<file path="config.mk">
export PLATFORM = sky130hd
export DESIGN_NAME = div_ctrl
export DESIGN_NICKNAME = d
export VERILOG_FILES = /design/src/rtl/div_ctrl.sv
export SDC_FILE = /design/constraint.sdc
export NUM_CORES = 1
export LEC_CHECK = 0
export CAP_MARGIN = 15
export CORE_MARGIN = 4
export CORE_UTILIZATION = 25
export CTS_BUF_LIST = sky130_fd_sc_hd__clkbuf_4 sky130_fd_sc_hd__clkbuf_8
export DETAILED_ROUTE_END_ITERATION = 16
export HOLD_SLACK_MARGIN = 0.1
export PLACE_DENSITY_LB_ADDON = 0.12
export SYNTH_ARGS = -nofsm -noshare
export SYNTH_HDL_FRONTEND = slang
export SYNTH_SLANG_ARGS = --single-unit
export TNS_END_PERCENT = 30
</file>
<file path="constraint.sdc">
create_clock -name clk -period 8.9 [get_ports clk]
set_input_delay 2.67 -clock clk [delete_from_list [all_inputs] [get_ports clk]]
set_output_delay 2.67 -clock clk [all_outputs]
set_load 0.02 [all_outputs]
</file>
<file path="src/rtl/div_ctrl.sv">
// div_ctrl: run-time programmable clock-enable divider controller.
// A divide ratio N and a burst length are loaded over a valid/ready port. On start the
// block emits a one-cycle tick at the end of every N-cycle period, a divided level (imp)
// and a done pulse on the final tick of the run.
// Every pulse/level output is registered. Each one is computed from the *next* state so
// that it lines up with the phase counter it describes.
module div_ctrl #(
    parameter int DIV_W = 3,
    parameter int CNT_W = 8
) (
    input  logic             clk,
    input  logic             reset,
    input  logic             cfg_valid,
    output logic             cfg_ready,
    input  logic [DIV_W-1:0] cfg_div,
    input  logic [CNT_W-1:0] cfg_count,
    output logic             cfg_err,
    input  logic             start,
    input  logic             stop,
    output logic             busy,
    output logic             tick,
    output logic             imp,
    output logic             done
);

    typedef enum logic [1:0] {
        IDLE  = 2'd0,
        ARMED = 2'd1,
        RUN   = 2'd2
    } state_t;

    localparam logic [DIV_W-1:0] DIV_ZERO = {DIV_W{1'b0}};
    localparam logic [DIV_W-1:0] DIV_ONE  = {{(DIV_W-1){1'b0}}, 1'b1};
    localparam logic [DIV_W:0]   HALF_ONE = {{DIV_W{1'b0}}, 1'b1};
    localparam logic [CNT_W-1:0] CNT_ZERO = {CNT_W{1'b0}};
    localparam logic [CNT_W-1:0] CNT_ONE  = {{(CNT_W-1){1'b0}}, 1'b1};

    state_t           state_r, state_s;
    logic [DIV_W-1:0] div_r, div_s;
    logic [CNT_W-1:0] cnt_r, cnt_s;
    logic [DIV_W-1:0] phase_r, phase_s;
    logic [CNT_W-1:0] rem_r, rem_s;
    logic             stop_pend_r, stop_pend_s;
    logic             tick_r, tick_s;
    logic             imp_r, imp_s;
    logic             done_r, done_s;
    logic             err_r, err_s;

    logic             accept_s;
    logic             cfg_ok_s;
    logic [DIV_W-1:0] eff_div_s;
    logic [CNT_W-1:0] eff_cnt_s;
    logic [DIV_W:0]   half_s;

    // Next-state, counter and registered-output decode.
    always_comb begin
        state_s     = state_r;
        div_s       = div_r;
        cnt_s       = cnt_r;
        phase_s     = phase_r;
        rem_s       = rem_r;
        stop_pend_s = stop_pend_r;
        tick_s      = 1'b0;
        imp_s       = 1'b0;
        done_s      = 1'b0;
        half_s      = {(DIV_W+1){1'b0}};

        // A handshake happens whenever the port is ready. Only a nonzero ratio is latched.
        accept_s  = cfg_valid && (state_r != RUN);
        cfg_ok_s  = accept_s && (cfg_div != DIV_ZERO);
        err_s     = accept_s && (cfg_div == DIV_ZERO);
        // A start that coincides with a fresh config runs with the fresh config.
        eff_div_s = cfg_ok_s ? cfg_div : div_r;
        eff_cnt_s = cfg_ok_s ? cfg_count : cnt_r;

        case (state_r)
            IDLE: begin
                if (cfg_ok_s) begin
                    div_s   = cfg_div;
                    cnt_s   = cfg_count;
                    state_s = ARMED;
                end else begin
                    state_s = IDLE;
                end
            end
            ARMED: begin
                div_s = eff_div_s;
                cnt_s = eff_cnt_s;
                if (stop) begin
                    state_s = IDLE;
                end else if (start) begin
                    state_s     = RUN;
                    phase_s     = DIV_ZERO;
                    rem_s       = eff_cnt_s;
                    stop_pend_s = 1'b0;
                end else begin
                    state_s = ARMED;
                end
            end
            RUN: begin
                // The run ends after the final tick, or after a tick during which stop is held.
                if (tick_r && (done_r || stop)) begin
                    state_s     = IDLE;
                    phase_s     = DIV_ZERO;
                    rem_s       = CNT_ZERO;
                    stop_pend_s = 1'b0;
                end else begin
                    phase_s     = (phase_r == (div_r - DIV_ONE)) ? DIV_ZERO : (phase_r + DIV_ONE);
                    stop_pend_s = stop_pend_r | stop;
                    if (tick_r && (cnt_r != CNT_ZERO) && (rem_r != CNT_ZERO)) begin
                        rem_s = rem_r - CNT_ONE;
                    end else begin
                        rem_s = rem_r;
                    end
                end
            end
            default: begin
                state_s = IDLE;
            end
        endcase

        if (state_s == RUN) begin
            half_s = ({1'b0, div_s} + HALF_ONE) >> 1;
            tick_s = (phase_s == (div_s - DIV_ONE));
            imp_s  = ({1'b0, phase_s} < half_s);
            done_s = tick_s && (((cnt_s != CNT_ZERO) && (rem_s == CNT_ONE)) || stop_pend_s);
        end else begin
            tick_s = 1'b0;
            imp_s  = 1'b0;
            done_s = 1'b0;
        end
    end

    // State, config, counters and output registers.
    always_ff @(posedge clk or posedge reset) begin
        if (reset) begin
            state_r     <= IDLE;
            div_r       <= DIV_ZERO;
            cnt_r       <= CNT_ZERO;
            phase_r     <= DIV_ZERO;
            rem_r       <= CNT_ZERO;
            stop_pend_r <= 1'b0;
            tick_r      <= 1'b0;
            imp_r       <= 1'b0;
            done_r      <= 1'b0;
            err_r       <= 1'b0;
        end else begin
            state_r     <= state_s;
            div_r       <= div_s;
            cnt_r       <= cnt_s;
            phase_r     <= phase_s;
            rem_r       <= rem_s;
            stop_pend_r <= stop_pend_s;
            tick_r      <= tick_s;
            imp_r       <= imp_s;
            done_r      <= done_s;
            err_r       <= err_s;
        end
    end

    assign cfg_ready = (state_r != RUN);
    assign busy      = (state_r != IDLE);
    assign tick      = tick_r;
    assign imp       = imp_r;
    assign done      = done_r;
    assign cfg_err   = err_r;

endmodule
</file>
==> results of run 1 <==
power breakdown:
| group | leakage (nW) | internal, mW | switching (mW) | total [mW] |
|---|---|---|---|---|
| Combinational | 0.603 | 0.120 | 0.141 | 0.262 |
| Sequential | 0.374 | 0.165 | 0.0372 | 0.203 |
| Clock | 0.0477 | 0.0643 | 0.0506 | 0.115 |
| Total | 1.03 | 0.350 | 0.229 | 0.579 |
layout make-up:
cell class,instances,area (um^2),area share (%)
clock buffer,7,90.1,3.78
inverter,18,67.6,2.83
multi-input combinational,157,1150,48.5
sequential,29,726,30.4
tap,102,128,5.35
timing repair buffer,22,218,9.13
cell families (layout without fill, tap and decap cells):
group | count (synthesis) | count (layout) | synth area share [%]
AOI/OAI and AO/OA | 50 | 50 | 17.6
xor gates and xnor gates | 8 | 8 | 4.33
adders and majority gates | 12 | 12 | 7.64
buffers and inverters | 20 | 47 | 4.27
DFF | 29 | 29 | 36.9
muxes | 14 | 14 | 7.71
and+or+nand+nor | 73 | 73 | 21.5
through the flow:
step | worst slack, ns | hold WS [ns] | instance area (um^2) | cells
floorplan | 4.17 | 0.478 | 1960 | 206
global placement | 3.09 | 0.523 | 2290 | 328
detailed placement | 2.99 | 0.516 | 2290 | 328
CTS | 3.28 | 0.530 | 2380 | 335
global route | 3.09 | 0.575 | 2380 | 335
finish | 3.29 | 0.519 | 2380 | 335
layer usage:
metal | track usage (%) | wire length (um) | share of wire [%]
met3 | 2.67 | 205 | 3.7
met2 | 18.7 | 2500 | 45
met4 | 4.00 | 76 | 1.4
met5 | 0 | 0 | 0
met1 | 17.9 | 2720 | 49
cells in the mapped netlist (2+ instances only):
master,n
a211oi_1,2
a21o_1,4
a21oi_1,8
a221oi_1,2
a22o_1,2
a311oi_1,3
a31oi_1,3
dfrtp_1,29
ha_1,12
inv_1,18
mux2_2,8
mux2i_1,5
nand2_1,14
nand2b_1,2
nand3_1,8
nor2_1,14
nor2b_1,2
nor3_1,6
nor3_2,2
nor4_1,7
o21a_1,2
o21ai_0,12
o21ai_2,2
or3_1,2
xnor2_1,5
xor2_1,2
flip-flops by register name, summed over array words and instances, names as in the netlist, 2 cells and up:
name and count:
rem_r 8, phase_r 3, div_r 3, cnt_r 8, state_r 2
worst register-to-register path, stage by stage, from the launching register on:
cell	delay, ns
dfrtp_1	0.37
inv_1	0.08
ha_1	0.33
nand2b_1	0.30
nor3_2	0.87
mux2i_1	0.43
inv_1	0.13
ha_1	0.23
xor2_1	0.16
ha_1	0.28
a21o_1	0.15
a211oi_1	0.23
worst max-delay path by stage:
| stage | endpoint | slack [ns] | depth (start not counted) |
|---|---|---|---|
| CTS | imp$_DFF_PP0_ | 3.28 | 10 |
| global route | imp$_DFF_PP0_ | 3.09 | 10 |
| floorplan | imp$_DFF_PP0_ | 4.17 | 10 |
| finish | imp$_DFF_PP0_ | 3.29 | 10 |
| global placement | imp$_DFF_PP0_ | 3.09 | 10 |
| detailed placement | imp$_DFF_PP0_ | 2.99 | 10 |
==> flow_summary.json, run 1 <==
{
  "yosysWarningCount": 0,
  "synth_area_um2": 1960,
  "arrival_ns": 5.79,
  "dieArea_um2": 9340,
  "cts_hold_buf": 0,
  "clock-sinks": 29,
  "ys_ff_latch": 29,
  "start_util_pct": 25.6,
  "antenna_found_initial": 0,
  "cts_made_buffers": 5,
  "startpoint": "cfg_valid",
  "mostFrequentLayoutCells": "dfrtp_1, clkdlybuf4s50_1, inv_1, nor2_1, nand2_1",
  "grt_usage_pct": 12.5,
  "setup-violations-final": 0,
  "finalPower_mw": 0.579,
  "drt_iter0_drc": 129,
  "min_path_type": "reg -> reg",
  "hold-path-endpoint": "stop_pend_r$_DFF_PP0_",
  "vdd_drop_max_mv": 0.0774,
  "cts_max_path_buffers": 2,
  "final_common_cell": "dfrtp_1",
  "row_count": 32,
  "synth.net_count": 234,
  "via_per_inst": 4.97,
  "fp.dieH_um": 96.6,
  "core-area_um2": 7690,
  "skew_ns": 0.00415,
  "cp_cell_sequence": "clkdlybuf4s50_1, nand2b_1, nor3_2, mux2i_1, inv_1, ha_1, xor2_1, ha_1, a21o_1, a211oi_1",
  "synthArstFlopShare_pct": 100,
  "fill_cells": 829,
  "crit_path_top_delay_cell": "nor3_2",
  "num-nets-final": 261,
  "antenna_left": 0,
  "tightest_slew_ns": 1.04,
  "critPathMaxFanout": 13,
  "rrSetupSlack_ns": 5.25,
  "dp_hpwl_mm": 4.33,
  "critical_path.startpoint_type": "input port",
  "fin_crit_sh_pct": 63.0,
  "grt_pass1_wl_mm": 9.32,
  "timing.rr.start": "state_r[0]$_DFF_PP0_",
  "fmax_mhz": 178,
  "path_clk_slew_ns": 0.06,
  "hold_depth": 2,
  "layout-drive-gt1-share_pct": 12.9,
  "status": "complete, no violations",
  "drt-total-wl_mm": 5.50,
  "max_stage_delay_ns": 0.87,
  "cp_num_buf_inv": 2,
  "postSynthCellCount": 206,
  "first_pass_iters": 4,
  "synth.area.top_cells": "dfrtp_1, ha_1, mux2_2",
  "rr_endpoint": "imp$_DFF_PP0_",
  "grt-ovfl-total": 0,
  "port_buffers": 21,
  "maxCapViolCount": 0,
  "cts_tree": "yes",
  "cp.required_ns": 9.08,
  "cpMostUsedCell": "ha_1",
  "n_antenna_cell": 0,
  "slew_headroom_pct": 30.5,
  "ctsRootBufferMaster": "clkbuf_8",
  "gp_congestion": 0.792,
  "clkLatencyLatePin_ns": 0.28,
  "drcViolationCount": 0,
  "die_x_um": 96.6,
  "end_kind": "register",
  "hold_start": "stop_pend_r$_DFF_PP0_",
  "crit_type": "in -> reg",
  "vias": 1666,
  "p_leak_nw": 1.03,
  "avgSynthCellArea_um2": 9.54,
  "ff2ff_path_depth": 11,
  "grt_setup_unrepaired": "false",
  "synthFlopType": "dfrtp_1",
  "grt_max_degree": 30,
  "slew_viol_final": 0,
  "io_pins": 22,
  "yosysTopAreaCell": "dfrtp_1",
  "p_per_area_nw_per_um2": 243,
  "yosysUniqueCellTypes": 56,
  "synth_edf_count": 0,
  "finalSetupTns_ns": 0,
  "final_hold_viol_count": 0,
  "fin_crit_ns": 5.61,
  "ctsHtreeMaxLevel": 2,
  "critPathTopFamily": "simple AND/OR/NAND/NOR gates",
  "syn2layout_area_growth_pct": 21.3,
  "yosysSeqAreaShare_pct": 36.9,
  "wl_per_cell_um": 16.4,
  "synth_top_cell_area_share_pct": 36.9,
  "grt_pass1_vias": 1702,
  "ctsResizeCount": 0,
  "final_util_pct": 31.0,
  "post_cts_buffers": 0
}
Power figures use the tool's default switching activity.
==> inputs of run 2 (changes only) <==
Clock period 8.9 ns to 4.9 ns, I/O delays scaled along.
==> run 2 against run 1 <==
Flip-flop and latch count stayed put. Non-clock buffer count is 1 higher. Count of clock-buffer cells in the layout is 1 lower. Clock power is 77% higher. Register-to-register slack worse by 3.5 ns. Hold slack better by 0.0047 ns. Via count is 2.5% higher. Largest cell class unchanged.
==> flow_summary.json, run 2 (synthesis results as in run 1) <==
{
  "status": "complete, no violations",
  "port_buffers": 21,
  "ctsResizeCount": 0,
  "num-nets-final": 262,
  "grt_max_degree": 30,
  "fin_crit_sh_pct": 78.7,
  "first_pass_iters": 4,
  "skew_ns": 0.00878,
  "cts_tree": "yes",
  "finalSetupTns_ns": 0,
  "antenna_left": 0,
  "vias": 1707,
  "start_util_pct": 25.6,
  "post_cts_buffers": 0,
  "wl_per_cell_um": 16.6,
  "grt_pass1_vias": 1802,
  "maxCapViolCount": 0,
  "critPathMaxFanout": 8,
  "clock-sinks": 29,
  "dieArea_um2": 9340,
  "critical_path.startpoint_type": "input port",
  "row_count": 32,
  "core-area_um2": 7690,
  "drt_iter0_drc": 99,
  "grt_setup_unrepaired": "false",
  "tightest_slew_ns": 0.613,
  "vdd_drop_max_mv": 0.199,
  "fp.dieH_um": 96.6,
  "final_common_cell": "dfrtp_1",
  "end_kind": "register",
  "p_per_area_nw_per_um2": 440,
  "ctsHtreeMaxLevel": 2,
  "fill_cells": 831,
  "setup-violations-final": 0,
  "cts_hold_buf": 0,
  "fin_crit_ns": 3.86,
  "cp.required_ns": 5.09,
  "grt-ovfl-total": 0,
  "clkLatencyLatePin_ns": 0.28,
  "mostFrequentLayoutCells": "dfrtp_1, clkdlybuf4s50_1, inv_1, nor2_1, nand2_1",
  "drcViolationCount": 0,
  "antenna_found_initial": 0,
  "grt_pass1_wl_mm": 9.27,
  "path_clk_slew_ns": 0.07,
  "drt-total-wl_mm": 5.61,
  "final_hold_viol_count": 0,
  "dp_hpwl_mm": 4.38,
  "top_regs": "cnt_r (8), rem_r (8)",
  "fmax_mhz": 259,
  "io_pins": 22,
  "p_leak_nw": 1.03,
  "slew_headroom_pct": 59.0,
  "ctsRootBufferMaster": "clkbuf_8",
  "arrival_ns": 4.05,
  "layout-drive-gt1-share_pct": 13.6,
  "dp_cells": 329,
  "whs_ns": 0.524,
  "slew_viol_final": 0,
  "die_x_um": 96.6,
  "cts_max_path_buffers": 2,
  "n_antenna_cell": 0,
  "gp_congestion": 0.857,
  "grt_usage_pct": 12.3,
  "min_path_type": "reg -> reg",
  "syn2layout_area_growth_pct": 21.5,
  "cts_made_buffers": 5,
  "final_cells": 337,
  "crit_type": "in -> reg",
  "via_per_inst": 5.07
}
## run 2: changes by cell type in the layout (fill, tap and decap cells not counted)
cell,before,now
clkbuf_8,6,5
buf_4,1,2
clkinv_2,0,2
## run 2: path summary, 6_finish.rpt
path,from,endpoint,slack [ns],cells past startpoint
setup / recovery,cfg_valid,imp$_DFF_PP0_,1.04,10
hold / removal,stop_pend_r$_DFF_PP0_,stop_pend_r$_DFF_PP0_,0.52,2
setup reg to reg,state_r[0]$_DFF_PP0_,imp$_DFF_PP0_,1.77,11
hold reg to reg,stop_pend_r$_DFF_PP0_,stop_pend_r$_DFF_PP0_,0.52,2
max in group asynchronous,reset,stop_pend_r$_DFF_PP0_,3.03,3
min in group asynchronous,reset,cnt_r[6]$_DFF_PP0_,1.57,3
## run 2: layer usage
layer	global-route usage (%)	part of all wire, %	vias to the layer above
met5	0	0	-
li1	-	-	824
met3	3.03	5.1	13
met2	19.2	46	47
met4	4.32	1.7	0
met1	16.6	47	823
## run 2: area by class of cell
cell class	instances	area, um^2	share of cell area (%)
clock buffer	6	76.3	3.20
clock inverter	2	10.0	0.419
inverter	18	67.6	2.83
multi-input combinational	157	1150	48.4
sequential	29	726	30.4
tap	102	128	5.35
timing repair buffer	23	225	9.43
## run 2: report_power, final
group	internal, mW	leakage, nW	switching [mW]
Combinational	0.220	0.608	0.264
Sequential	0.300	0.374	0.0642
Clock	0.104	0.0484	0.0986
Total	0.624	1.03	0.426
## run 2: critical path, cell delays in order
cell and delay [ns]:
clkdlybuf4s50_1 0.47, nand2b_1 0.17, nor3_2 0.31, mux2i_1 0.43, inv_1 0.14, ha_1 0.23, xor2_1 0.17, ha_1 0.29
a21o_1 0.15, a211oi_1 0.22
## run 2: metrics by stage
stage / total power [mW] / setup slack, ns / util (%) / instance area (um^2)
6_report: 1.05 / 1.04 / 31.1 / 2390
5_1_grt: 1.14 / 0.926 / 31.1 / 2390
4_1_cts: 1.06 / 1.07 / 31.1 / 2390
3_5_place_dp: 0.853 / 0.777 / 29.9 / 2300
3_3_place_gp: 0.859 / 0.860 / 29.9 / 2300
2_1_floorplan: 0.718 / 1.37 / - / 1960
==> inputs of run 3 (changes only) <==
Clock period 4.9 ns to 3.4 ns, I/O delays scaled along.
==> run 3 against run 2 <==
Core utilization increased by 2.5 points. Setup slack got worse by 0.80 ns. Via count increased by 2.0%. Cell count increased by 5.9%. Total power increased by 61%. Clock power increased by 94%. First-iteration DRC count decreased by 32%. Register-to-register slack got worse by 1.0 ns. Critical endpoint is now done$_DFF_PP0_. Largest cell class unchanged. Largest power group unchanged.
==> flow_summary.json, run 3 (synthesis results as in run 1) <==
{
  "mostFrequentLayoutCells": "dfrtp_1, buf_4, clkdlybuf4s50_1, inv_1",
  "slew_headroom_pct": 65.0,
  "dp_hpwl_mm": 4.58,
  "drt-total-wl_mm": 5.80,
  "via_per_inst": 4.88,
  "path_clk_slew_ns": 0.06,
  "grt_max_degree": 30,
  "cts_max_path_buffers": 2,
  "critPathTopFamily": "simple AND/OR/NAND/NOR gates",
  "grt-ovfl-total": 0,
  "antenna_left": 0,
  "port_buffers": 21,
  "maxCapViolCount": 0,
  "min_path_type": "reg -> reg",
  "clkLatencyLatePin_ns": 0.29,
  "fill_cells": 826,
  "n_antenna_cell": 0,
  "cp.required_ns": 3.61,
  "start_util_pct": 25.6,
  "critical_path.startpoint_type": "input port",
  "cts_hold_buf": 0,
  "arrival_ns": 3.37,
  "first_pass_iters": 4,
  "wl_per_cell_um": 16.2,
  "final_common_cell": "dfrtp_1",
  "fp.dieH_um": 96.6,
  "antenna_found_initial": 0,
  "grt_setup_unrepaired": "false",
  "dp_cells": 349,
  "vias": 1741,
  "core-area_um2": 7690,
  "dieArea_um2": 9340,
  "vdd_drop_max_mv": 0.251,
  "status": "complete, no violations",
  "row_count": 32,
  "clock-sinks": 29,
  "layout-drive-gt1-share_pct": 21.2,
  "ctsResizeCount": 0,
  "p_leak_nw": 1.14,
  "syn2layout_area_growth_pct": 31.4,
  "cts_made_buffers": 5,
  "grt_pass1_vias": 1912,
  "post_cts_buffers": 0,
  "critPathMaxFanout": 5,
  "ctsHtreeMaxLevel": 2,
  "cp_num_buf_inv": 2,
  "crit_path_top_delay_cell": "clkdlybuf4s50_1",
  "skew_ns": 0.0167,
  "multiInputGateArea_um2": 1160,
  "cts_tree": "yes",
  "max_stage_delay_ns": 0.48,
  "cp_cell_sequence": "clkdlybuf4s50_1, nand2b_1, nor2_1, mux2_1, a31oi_1, nand4_1, nor4_1, buf_4, o21a_1",
  "die_x_um": 96.6,
  "final_hold_viol_count": 0,
  "fin_crit_ns": 3.16,
  "fmax_mhz": 316,
  "finalSetupTns_ns": 0,
  "seqCellArea_um2": 726,
  "ctsRootBufferMaster": "clkbuf_8",
  "crit_type": "in -> reg",
  "fin_crit_sh_pct": 92.9,
  "slew_viol_final": 0,
  "setup-violations-final": 0,
  "p_per_area_nw_per_um2": 656,
  "io_pins": 22,
  "drcViolationCount": 0,
  "tightest_slew_ns": 0.521,
  "top_regs": "cnt_r (8), rem_r (8)",
  "grt_pass1_wl_mm": 9.85,
  "gp_congestion": 0.796,
  "drt_iter0_drc": 67,
  "num-nets-final": 282,
  "end_kind": "register",
  "grt_usage_pct": 12.8,
  "final_cells": 357
}
[run 3: worst paths after layout]
check	startpoint	to	slack [ns]	depth (start not counted)
hold / removal	stop_pend_r$_DFF_PP0_	stop_pend_r$_DFF_PP0_	0.52	2
setup reg to reg	state_r[0]$_DFF_PP0_	done$_DFF_PP0_	0.73	10
hold reg to reg	stop_pend_r$_DFF_PP0_	stop_pend_r$_DFF_PP0_	0.52	2
setup / recovery	cfg_valid	done$_DFF_PP0_	0.24	9
min in group asynchronous	reset	cnt_r[5]$_DFF_PP0_	1.10	3
max in group asynchronous	reset	state_r[0]$_DFF_PP0_	1.97	3
[run 3: power breakdown]
part | switching [mW] | leakage (nW) | internal, mW | total (mW)
clock network | 0.146 | 0.0619 | 0.247 | 0.393
logic | 0.394 | 0.707 | 0.382 | 0.775
registers | 0.0924 | 0.374 | 0.433 | 0.525
[run 3: worst register-to-register path, cell delays in order, from the launching register on]
cell	delay [ns]
dfrtp_1	0.37
inv_1	0.08
ha_1	0.21
nand2b_1	0.19
nor2_1	0.40
mux2_1	0.41
a31oi_1	0.25
nand4_1	0.15
nor4_1	0.28
buf_4	0.17
o21a_1	0.09
[run 3: per-layer routing]
metal  global-route usage, %  wire, um  part of all wire (%)
met5                       0         0                     0
met4                    3.46        82                   1.4
met3                    2.74       150                   2.6
met2                    21.2      2790                    48
met1                    17.0      2770                    48
[run 3: per-stage QoR]
step                      power, mW  hold WS, ns  setup WS, ns  util (%)  instance area [um^2]
after floorplan                1.03        0.478         0.322         -                  1960
after global placement         1.31        0.529        -0.154      31.9                  2450
after detailed placement       1.30        0.526       -0.0718      31.9                  2450
after CTS                      1.70        0.539         0.177      33.4                  2570
after global routing           1.83        0.586        0.0271      33.6                  2580
final                          1.69        0.524         0.240      33.6                  2580
[run 3: final cells by class]
cell class              count  share of cell area, %
inverters                  18                   2.62
clock buffers               7                   3.49
flip-flops and latches     29                   28.1
well taps                 102                   4.94
multi-input cells         157                   45.1
repair buffers             43                   14.5
clock inverters             1                   1.16
